--- src/rtl/final_layer_scheduler_if.sv ---
// Weight-memory read bus between the output-layer scheduler (master) and a
// synchronous weight memory (slave). Read data returns one cycle after the strobe.
interface final_layer_scheduler_if #(
   parameter int CHUNK  = 28,
   parameter int ADDR_W = 7
);
   logic              w_rd_en;
   logic [ADDR_W-1:0] w_addr;
   logic [CHUNK-1:0]  w_data;

   modport master (output w_rd_en, output w_addr, input  w_data);
   modport slave  (input  w_rd_en, input  w_addr, output w_data);
endinterface

--- src/rtl/final_layer_scheduler.sv ---
// Output-layer (10-neuron) sequencer for the BNN. Streams each neuron's weights
// CHUNK bits per cycle from an external synchronous memory, accumulates the
// XNOR-popcount score per neuron, tracks the running argmax and presents the
// winning class with layer_3_done while the top level stays in s_LAYER_3.
module final_layer_scheduler #(
   parameter int NUM_INPUTS  = 196,
   parameter int NUM_NEURONS = 10,
   parameter int CHUNK       = 28,
   parameter int ADDR_W      = 7
) (
   input  logic                   clock,
   input  logic                   reset,
   input  logic [2:0]             state,
   input  logic [NUM_INPUTS-1:0]  data_in,
   final_layer_scheduler_if.master wmem,
   output logic [3:0]             answer,
   output logic [7:0]             best_score,
   output logic                   layer_3_done,
   output logic                   busy
);

   localparam int CHUNKS = NUM_INPUTS / CHUNK;
   localparam int TOTAL  = NUM_NEURONS * CHUNKS;
   localparam int CW     = (CHUNKS > 1) ? $clog2(CHUNKS) : 1;
   localparam int NW     = (NUM_NEURONS > 1) ? $clog2(NUM_NEURONS) : 1;
   localparam int SW     = $clog2(CHUNK + 1);

   localparam logic [2:0] S_LAYER_3 = 3'b100;

   typedef enum logic [1:0] {
      ST_IDLE  = 2'd0,
      ST_RUN   = 2'd1,
      ST_DRAIN = 2'd2,
      ST_DONE  = 2'd3
   } fsm_t;

   // Number of set bits in one CHUNK-wide word (0..CHUNK).
   function automatic logic [SW-1:0] f_popcount(input logic [CHUNK-1:0] v);
      logic [SW-1:0] cnt;
      cnt = {SW{1'b0}};
      for (int i = 0; i < CHUNK; i++) begin
         cnt = cnt + SW'(v[i]);
      end
      return cnt;
   endfunction

   fsm_t              r_fsm;
   logic              r_rd_en;
   logic [ADDR_W-1:0] r_addr;
   logic [NW-1:0]     r_n;
   logic [CW-1:0]     r_c;
   logic              r_busy;
   logic              r_done;

   logic              r_v_d;
   logic [NW-1:0]     r_n_d;
   logic [CW-1:0]     r_c_d;
   logic [7:0]        r_acc;
   logic [7:0]        r_best;
   logic [3:0]        r_answer;

   logic              w_active;
   logic              w_last_issue;
   logic              w_last_chunk;
   logic [CHUNK-1:0]  w_chunk;
   logic [SW-1:0]     w_pop;
   logic [7:0]        w_score;
   logic              w_consume;

   assign w_active     = (state == S_LAYER_3);
   assign w_last_issue = (r_addr == ADDR_W'(TOTAL - 1));
   assign w_last_chunk = (r_c == CW'(CHUNKS - 1));
   assign w_chunk      = data_in[int'(r_c_d) * CHUNK +: CHUNK];
   assign w_pop        = f_popcount(~(wmem.w_data ^ w_chunk));
   assign w_score      = r_acc + 8'(w_pop);
   // Read data counts only while the pass is still live; an abort edge drops it.
   assign w_consume    = r_v_d && w_active && ((r_fsm == ST_RUN) || (r_fsm == ST_DRAIN));

   assign wmem.w_rd_en = r_rd_en;
   assign wmem.w_addr  = r_addr;
   assign answer       = r_answer;
   assign best_score   = r_best;
   assign layer_3_done = r_done;
   assign busy         = r_busy;

   // Sequencer: phase FSM, read strobe/address and the neuron/chunk counters.
   always_ff @(posedge clock or negedge reset) begin
      if (!reset) begin
         r_fsm   <= ST_IDLE;
         r_rd_en <= 1'b0;
         r_addr  <= {ADDR_W{1'b0}};
         r_n     <= {NW{1'b0}};
         r_c     <= {CW{1'b0}};
         r_busy  <= 1'b0;
         r_done  <= 1'b0;
      end else begin
         case (r_fsm)
            ST_IDLE: begin
               if (w_active) begin
                  r_fsm   <= ST_RUN;
                  r_rd_en <= 1'b1;
                  r_addr  <= {ADDR_W{1'b0}};
                  r_n     <= {NW{1'b0}};
                  r_c     <= {CW{1'b0}};
                  r_busy  <= 1'b1;
                  r_done  <= 1'b0;
               end else begin
                  r_fsm   <= ST_IDLE;
                  r_rd_en <= 1'b0;
                  r_busy  <= 1'b0;
                  r_done  <= 1'b0;
               end
            end
            ST_RUN: begin
               if (!w_active) begin
                  r_fsm   <= ST_IDLE;
                  r_rd_en <= 1'b0;
                  r_addr  <= {ADDR_W{1'b0}};
                  r_n     <= {NW{1'b0}};
                  r_c     <= {CW{1'b0}};
                  r_busy  <= 1'b0;
               end else if (w_last_issue) begin
                  // Final address is on the bus this cycle; stop reading.
                  r_fsm   <= ST_DRAIN;
                  r_rd_en <= 1'b0;
                  r_addr  <= {ADDR_W{1'b0}};
                  r_n     <= {NW{1'b0}};
                  r_c     <= {CW{1'b0}};
               end else begin
                  r_addr <= r_addr + ADDR_W'(1);
                  if (w_last_chunk) begin
                     r_c <= {CW{1'b0}};
                     r_n <= r_n + NW'(1);
                  end else begin
                     r_c <= r_c + CW'(1);
                  end
               end
            end
            ST_DRAIN: begin
               r_busy <= 1'b0;
               if (!w_active) begin
                  r_fsm <= ST_IDLE;
               end else begin
                  r_fsm  <= ST_DONE;
                  r_done <= 1'b1;
               end
            end
            ST_DONE: begin
               if (!w_active) begin
                  r_fsm  <= ST_IDLE;
                  r_done <= 1'b0;
               end else begin
                  r_fsm  <= ST_DONE;
                  r_done <= 1'b1;
               end
            end
            default: begin
               r_fsm   <= ST_IDLE;
               r_rd_en <= 1'b0;
               r_addr  <= {ADDR_W{1'b0}};
               r_n     <= {NW{1'b0}};
               r_c     <= {CW{1'b0}};
               r_busy  <= 1'b0;
               r_done  <= 1'b0;
            end
         endcase
      end
   end

   // Datapath: qualify returning words, accumulate per-neuron score, keep argmax.
   always_ff @(posedge clock or negedge reset) begin
      if (!reset) begin
         r_v_d    <= 1'b0;
         r_n_d    <= {NW{1'b0}};
         r_c_d    <= {CW{1'b0}};
         r_acc    <= 8'd0;
         r_best   <= 8'd0;
         r_answer <= 4'd0;
      end else begin
         r_v_d <= r_rd_en && w_active;
         r_n_d <= r_n;
         r_c_d <= r_c;
         if ((r_fsm == ST_IDLE) && w_active) begin
            r_acc    <= 8'd0;
            r_best   <= 8'd0;
            r_answer <= 4'd0;
         end else if (w_consume) begin
            if (r_c_d == CW'(CHUNKS - 1)) begin
               r_acc <= 8'd0;
               // Strict compare: ties keep the lower neuron index.
               if ((r_n_d == {NW{1'b0}}) || (w_score > r_best)) begin
                  r_best   <= w_score;
                  r_answer <= 4'(r_n_d);
               end else begin
                  r_best   <= r_best;
                  r_answer <= r_answer;
               end
            end else begin
               r_acc <= w_score;
            end
         end else begin
            r_acc    <= r_acc;
            r_best   <= r_best;
            r_answer <= r_answer;
         end
      end
   end

endmodule

--- src/flat_wrapper.sv ---
// flat-port wrapper written by rule: the top's interface ports become plain ports
module final_layer_scheduler_flat 
#(
   parameter int NUM_INPUTS  = 196,
   parameter int NUM_NEURONS = 10,
   parameter int CHUNK       = 28,
   parameter int ADDR_W      = 7
)
  (clock, reset, state, data_in, answer, best_score, layer_3_done, busy, wmem_w_rd_en, wmem_w_addr, wmem_w_data);
  final_layer_scheduler_if #(.CHUNK(CHUNK), .ADDR_W(ADDR_W)) wmem_i ();
  input  logic clock;
  input  logic reset;
  input  logic [2:0] state;
  input  logic [NUM_INPUTS-1:0] data_in;
  output logic [3:0] answer;
  output logic [7:0] best_score;
  output logic layer_3_done;
  output logic busy;
  output wire logic [$bits(wmem_i.w_rd_en)-1:0] wmem_w_rd_en;
  output wire logic [$bits(wmem_i.w_addr)-1:0] wmem_w_addr;
  input wire logic [$bits(wmem_i.w_data)-1:0] wmem_w_data;
  assign wmem_w_rd_en = wmem_i.w_rd_en;
  assign wmem_w_addr = wmem_i.w_addr;
  assign wmem_i.w_data = wmem_w_data;
  final_layer_scheduler #(.NUM_INPUTS(NUM_INPUTS), .NUM_NEURONS(NUM_NEURONS), .CHUNK(CHUNK), .ADDR_W(ADDR_W)) u_core (.clock(clock), .reset(reset), .state(state), .data_in(data_in), .wmem(wmem_i), .answer(answer), .best_score(best_score), .layer_3_done(layer_3_done), .busy(busy));
endmodule
--- config.mk ---
export PLATFORM = sky130hd
export DESIGN_NAME = final_layer_scheduler_flat
export DESIGN_NICKNAME = d
export VERILOG_FILES = /design/src/rtl/final_layer_scheduler_if.sv /design/src/rtl/final_layer_scheduler.sv /design/src/flat_wrapper.sv
export SDC_FILE = /design/constraint.sdc
export NUM_CORES = 1
export LEC_CHECK = 0
export CORE_MARGIN = 2
export CORE_UTILIZATION = 41
export CTS_BUF_LIST = sky130_fd_sc_hd__clkbuf_16
export DETAILED_ROUTE_END_ITERATION = 16
export GPL_TIMING_DRIVEN = 0
export HOLD_SLACK_MARGIN = 0.02
export PLACE_DENSITY = 0.92
export SETUP_SLACK_MARGIN = 0.4
export SKIP_CTS_REPAIR_TIMING = 1
export SLEW_MARGIN = 0
export SYNTH_ARGS = -nofsm -noshare
export SYNTH_HDL_FRONTEND = slang
export SYNTH_SLANG_ARGS = --single-unit
--- constraint.sdc ---
create_clock -name clock -period 9.6 [get_ports clock]
set_clock_uncertainty 0.15 [all_clocks]
set_input_delay 2.4 -clock clock [delete_from_list [all_inputs] [get_ports clock]]
set_output_delay 2.4 -clock clock [all_outputs]
set_load 0.005 [all_outputs]
# Word-level counts from Yosys, hierarchy flattened
# Index checks and enable logic that the tools add are counted.
[word_totals]
reg_bits = 47
inputBits = 229
out_inout_bits = 22
word_cells = 120
[classes]
add_sub_neg = 31
multipliers = 1
magnitude_cmp = 1
n_eq_ne = 12
n_shift = 1
n_mux = 38
bitwise = 2
n_reduce_logical = 21
[op_table]
columns = ["cell", "n"]
rows = [
  ["variable part select 196 x 32 -> 28 bit", 1],
  ["adder 5 x 1 -> 5 bit", 26],
  ["2-to-1 mux 8 bit", 7],
  ["2-to-1 mux 4 bit", 8],
  ["NOT 28 bit", 1],
  ["bitwise XOR 28 bit", 1],
  ["2-to-1 mux 7 bit", 3],
  ["one-hot mux 7 bit (2 select lines)", 1],
  ["2-to-1 mux 3 bit", 4],
  ["equality test 3 bit (second input constant)", 3],
  ["adder 8 x 5 -> 8 bit", 1],
  ["> comparator 8 bit", 1],
  ["one-hot mux 4 bit (2 select lines)", 1],
  ["AND reduction 2 bit", 4],
  ["nonzero test 2 bit", 4],
  ["adder 7 x 1 -> 7 bit (second input constant)", 1],
  ["equality test 7 bit (second input constant)", 1],
  ["multiplier 3 x 3 -> 6 bit (second input constant)", 1],
  ["2-to-1 mux 1 bit", 6],
  ["2-to-1 mux 2 bit", 3],
  ["one-hot mux 1 bit (3 select lines)", 2],
  ["one-hot mux 2 bit (3 select lines)", 1],
  ["one-hot mux 3 bit (2 select lines)", 1],
  ["AND reduction 3 bit", 2],
  ["16 further kinds", 23],
]

# Logic depth before layout (Yosys ltp)
# Gate-level depths: netlist of the first run.
[depth]
word_depth = 38
ltp_mapped = 34
depth_no_buf = 32

# Worst setup path after synthesis of the first run
# No wires, ideal clock.
[synth_path]
path_type = "input to register"
from = "input data_in[84]"
to = "register u_core.r_best[1], in the netlist u_core.best_score[1]"
setup_time_ns = 0.121
t_arrival_ns = 9.965
required_ns = 9.329
slack_ns = -0.636
cell_stages = 28
n_path_buf = 0
path_cell_list = "mux4_2 -> o21ai_0 -> xor2_1 -> ha_1 -> inv_1 -> fa_1 -> fa_1 -> fa_1 -> fa_1 -> fa_1 -> inv_1 -> fa_1 -> fa_1 -> inv_1 -> fa_1 -> inv_1 -> ha_1 -> a211oi_1 -> o21bai_1 -> a21oi_1 -> nor2_1 -> xor2_1 -> ha_1 -> nand4_1 -> a21oi_1 -> o21ai_2 -> a211o_4 -> a22o_1"
[synth_between]
elab_chain_len = 35
elab_cells_between_ends = 39
cone_classes = "add/sub: 28; order compare: 1; shift: 1; mux: 4; bitwise: 2; reduce/logical: 3"
[synth_rtl]
columns = ["item", "line", "rtl"]
rows = [
  ["start: declaration", "flat_wrapper.sv:14", "input logic [NUM_INPUTS-1:0] data_in;"],
  ["variable part select 196 x 32 -> 28 bit (*)", "final_layer_scheduler.sv:73", "assign w_chunk = data_in[int'(r_c_d) * CHUNK +: CHUNK];"],
  ["bitwise XOR 28 bit (*)", "final_layer_scheduler.sv:74", "assign w_pop = f_popcount(~(wmem.w_data ^ w_chunk));"],
  ["NOT 28 bit (*)", "final_layer_scheduler.sv:74", ""],
  ["adder 1 x 1 -> 2 bit", "final_layer_scheduler.sv:42", "cnt = cnt + SW'(v[i]);"],
  ["adder 5 x 1 -> 5 bit (22 in a row)", "final_layer_scheduler.sv:42", ""],
  ["adder 5 x 1 -> 5 bit (*) (4 in a row)", "final_layer_scheduler.sv:42", ""],
  ["adder 8 x 5 -> 8 bit (*)", "final_layer_scheduler.sv:75", "assign w_score = r_acc + 8'(w_pop);"],
  ["> comparator 8 bit / 2-to-1 mux 8 bit (equally long branches)", "final_layer_scheduler.sv:191", "if ((r_n_d == {NW{1'b0}}) || (w_score > r_best)) begin"],
  ["logical OR 1 bit / 2-to-1 mux 8 bit (equally long branches)", "final_layer_scheduler.sv:191, final_layer_scheduler.sv:188", ""],
  ["nonzero test 2 bit (no source line) / 2-to-1 mux 8 bit (equally long branches)", "--", ""],
  ["AND reduction 3 bit (no source line) / 2-to-1 mux 8 bit (equally long branches)", "--", ""],
  ["end signal: assignment", "final_layer_scheduler.sv:192", "r_best <= w_score;"],
  ["end signal: assignment", "final_layer_scheduler.sv:195", "r_best <= r_best;"],
  ["end signal: assignment", "final_layer_scheduler.sv:203", "r_best <= r_best;"],
  ["end: declaration", "final_layer_scheduler.sv:59", "logic [7:0] r_best;"],
]
# Every way passes the cells marked *; elsewhere a longest branch is shown, timed or not. The select of a mux whose other input is x is not followed.
# A chain may end at the register's enable or synchronous reset.

# Final worst setup path of the first run
[layout_path]
from = "input data_in[32]"
to = "register u_core.r_best[4], in the netlist u_core.best_score[4]"
# The elaborated chain is that of the path after synthesis.

==> results of run 1 <==
==> per-stage QoR <==
step	TNS (ns)	std cells	hold WS [ns]
global route	-7.60	895	0.265
finish	-4.56	895	0.250
CTS	-10.41	892	0.249
global placement	-11.48	883	0.223
detailed placement	-13.36	884	0.235
floorplan	0	486	0.212
==> area by class of cell <==
| class | instances | area [um2] |
|---|---|---|
| tap | 147 | 184 |
| timing repair buffer | 254 | 2650 |
| clock buffer | 5 | 125 |
| clock inverter | 3 | 27.5 |
| sequential | 47 | 1180 |
| multi-input combinational | 374 | 3730 |
| inverter | 41 | 154 |
| buffer | 24 | 120 |
| fill | 838 | 3700 |
==> registers in the layout (all words and copies together) (netlist names) <==
register,count
u_core.best_score,8
u_core.r_acc,8
u_core.wmem.w_addr,7
u_core.answer,4
u_core.r_n,4
u_core.r_n_d,4
u_core.r_c,3
u_core.r_c_d,3
u_core.r_fsm,2
u_core.busy,1
u_core.layer_3_done,1
u_core.r_v_d,1
u_core.wmem.w_rd_en,1
==> routing by layer <==
metal  global-route usage (%)  share of wire [%]
met4                     7.40                2.8
met5                        0                  0
met1                     34.9                 38
met2                     48.3                 51
met3                     6.64                8.5
==> cells in the final DEF, fill, tap and decap left out, types with 17 or more instances in the layout <==
cell type,count
xnor2_1,17
nand2_1,45
inv_1,37
o211ai_1,30
mux2i_1,32
ha_1,28
o21ai_0,32
dlymetal6s2s_1,52
clkdlybuf4s50_1,193
dfrtp_1,47
mux4_2,28
fa_1,17
==> logic make-up after synthesis <==
group                    count (synthesis)
adder cells (fa/ha/maj)                 51
AO/OA/AOI/OAI                          126
flip-flops                              47
buffers and inverters                   65
AND/OR/NAND/NOR                         96
XOR/XNOR                                41
multiplexers                            60
==> critical path, cell delays in order <==
cell and delay (ns):
clkdlybuf4s50_1 0.41, mux4_2 0.50, o21ai_2 0.17, xnor2_2 0.11, fa_1 0.58, fa_1 0.45
fa_1 0.52, fa_1 0.43, fa_1 0.50, inv_1 0.06, fa_2 0.45, fa_2 0.40
inv_2 0.07, fa_2 0.47, fa_2 0.38, nor2b_1 0.12, o21ai_1 0.11, a21oi_1 0.19
xor2_1 0.31, ha_1 0.33, nand4_1 0.17, nor3_2 0.06, nor2_2 0.12, o21ai_2 0.10
a211o_4 0.38, a22o_1 0.24
==> worst max path at each step <==
stage,slack (ns),end
6_report,-0.40,u_core.best_score[4]$_DFFE_PN0P_
3_5_place_dp,-1.15,u_core.best_score[4]$_DFFE_PN0P_
3_3_place_gp,-0.97,u_core.best_score[4]$_DFFE_PN0P_
5_1_grt,-0.66,u_core.answer[2]$_DFFE_PN0P_
4_1_cts,-0.92,u_core.best_score[4]$_DFFE_PN0P_
2_1_floorplan,0.04,u_core.best_score[1]$_DFFE_PN0P_
==> results.toml, run 1 <==
[status]
outcome = "finished, violations left"
violations = "negative setup slack"

[logic_synthesis]
synth_top_family_by_area = "multiplexers"
ys_top_cells_by_area = "dfrtp_1 (24%), mux4_2 (13%), fa_1 (8.5%)"
yosysWarnings = 0
synth-adder-area-share_pct = 16.2
synth_edf_count = 0
syn-num-nets = 766
synth_xor_area_share_pct = 7.29
synth-compound-area-share_pct = 17.5
synth-seq-cells = 47
postSynthCellCount = 486
yosysTopAreaCell = "dfrtp_1"
synth-main-ff-cell = "dfrtp_1"
async_flop_share_pct = 100
avgSynthCellArea_um2 = 10.1
yosysTopAreaCellShare_pct = 23.9
synthMuxAreaShare_pct = 19.3
ys_types = 52
synth_area_um2 = 4920
yosys.area_share.simple_pct = 10.3
synthTopCellsByCount = "dfrtp_1 (47), o21ai_0 (47), nand2_1 (45)"
ys_seq_area_share_pct = 23.9

[finish]
area_delta_synth_final_pct = 65.8
drive_above_1_share_pct = 15.6
n_antenna_cell = 0
fin_util_pct = 68.8
nets = 1027
final_area_um2 = 8160

[placement]
gp_congestion = 0.897
dp_slack_ns = -1.15
port_buffers = 250
placed_cell_area_um2 = 7670
dp_hpwl_um = 15400

[die]
rows = 40
core_region_area_um2 = 11900
initial_core_util_pct = 41.5
dieArea_um2 = 12900
die_h_um = 114
die_w_um = 114
io_pins = 251

[setup_path]
crit_start = "data_in[32]"
worst-path-max-fanout = 8
r2r_cells = 28
timing.rr.end = "u_core.best_score[4]$_DFFE_PN0P_"
cp.required_ns = 9.62
r2r_slack_ns = 0.93
reg2reg_from = "u_core.r_c_d[1]$_DFF_PN0_"
crit_arrival_ns = 10.03
worstSetupPathType = "in -> reg"
start_kind = "input port"
cp-end-kind = "register"

[timing]
period_share_pct = 104
setup_violations = 12
final_hold_viol_count = 0
min_period_ns = 10.00
setup_ws_ns = -0.401
tightest_slew_ns = 0.860
finalMaxSlewViolations = 0
max_clock_freq_mhz = 100
grt_setup_unrepaired = "yes"
slew_headroom_pct = 42.7

[grt]
grt_pass1_wl_um = 27900
grt_max_degree = 35
grt_usage_pct = 27.8
antenna_found_initial = 0
grt_overflow = 0
grt_pass1_vias = 5274

[drt]
drc = 0
dr.first_iter.drc_count = 368
via_count = 5157
routed_wl_um = 19300
dr.pass1.iters = 7
wl_per_cell_um = 21.6
viasPerCell = 5.76
ant_nets = 0

[cts]
ctsLongestPathBuffers = 2
root_buffer = "clkbuf_16"
clkLatencyLatePin_ns = 0.29
path_clk_slew_ns = 0.07
cts_max_level = 2
cts_tree = "done"
cts_buffers = 5
cts_num_sinks = 47

[hold_path]
hold_depth = 0
hold_end = "u_core.r_n_d[3]$_DFF_PN0_"
hp-start = "u_core.r_n[3]$_DFFE_PN0P_"
hold_class = "reg -> reg"

[flow_run]
drv_cap = 0
Power of run 1 is not shown: default switching activity piles up to over one toggle a cycle in this logic, so the estimate is an artifact.
==> inputs of run 2 (changes only) <==
Settings changed: CTS_CLUSTER_SIZE set to 8, HOLD_SLACK_MARGIN 0.02 to 0.06.
==> results of run 2 <==
The final DEF is identical to that of run 1; final timing and power are the same.
Power of run 2 is left out for the same reason.
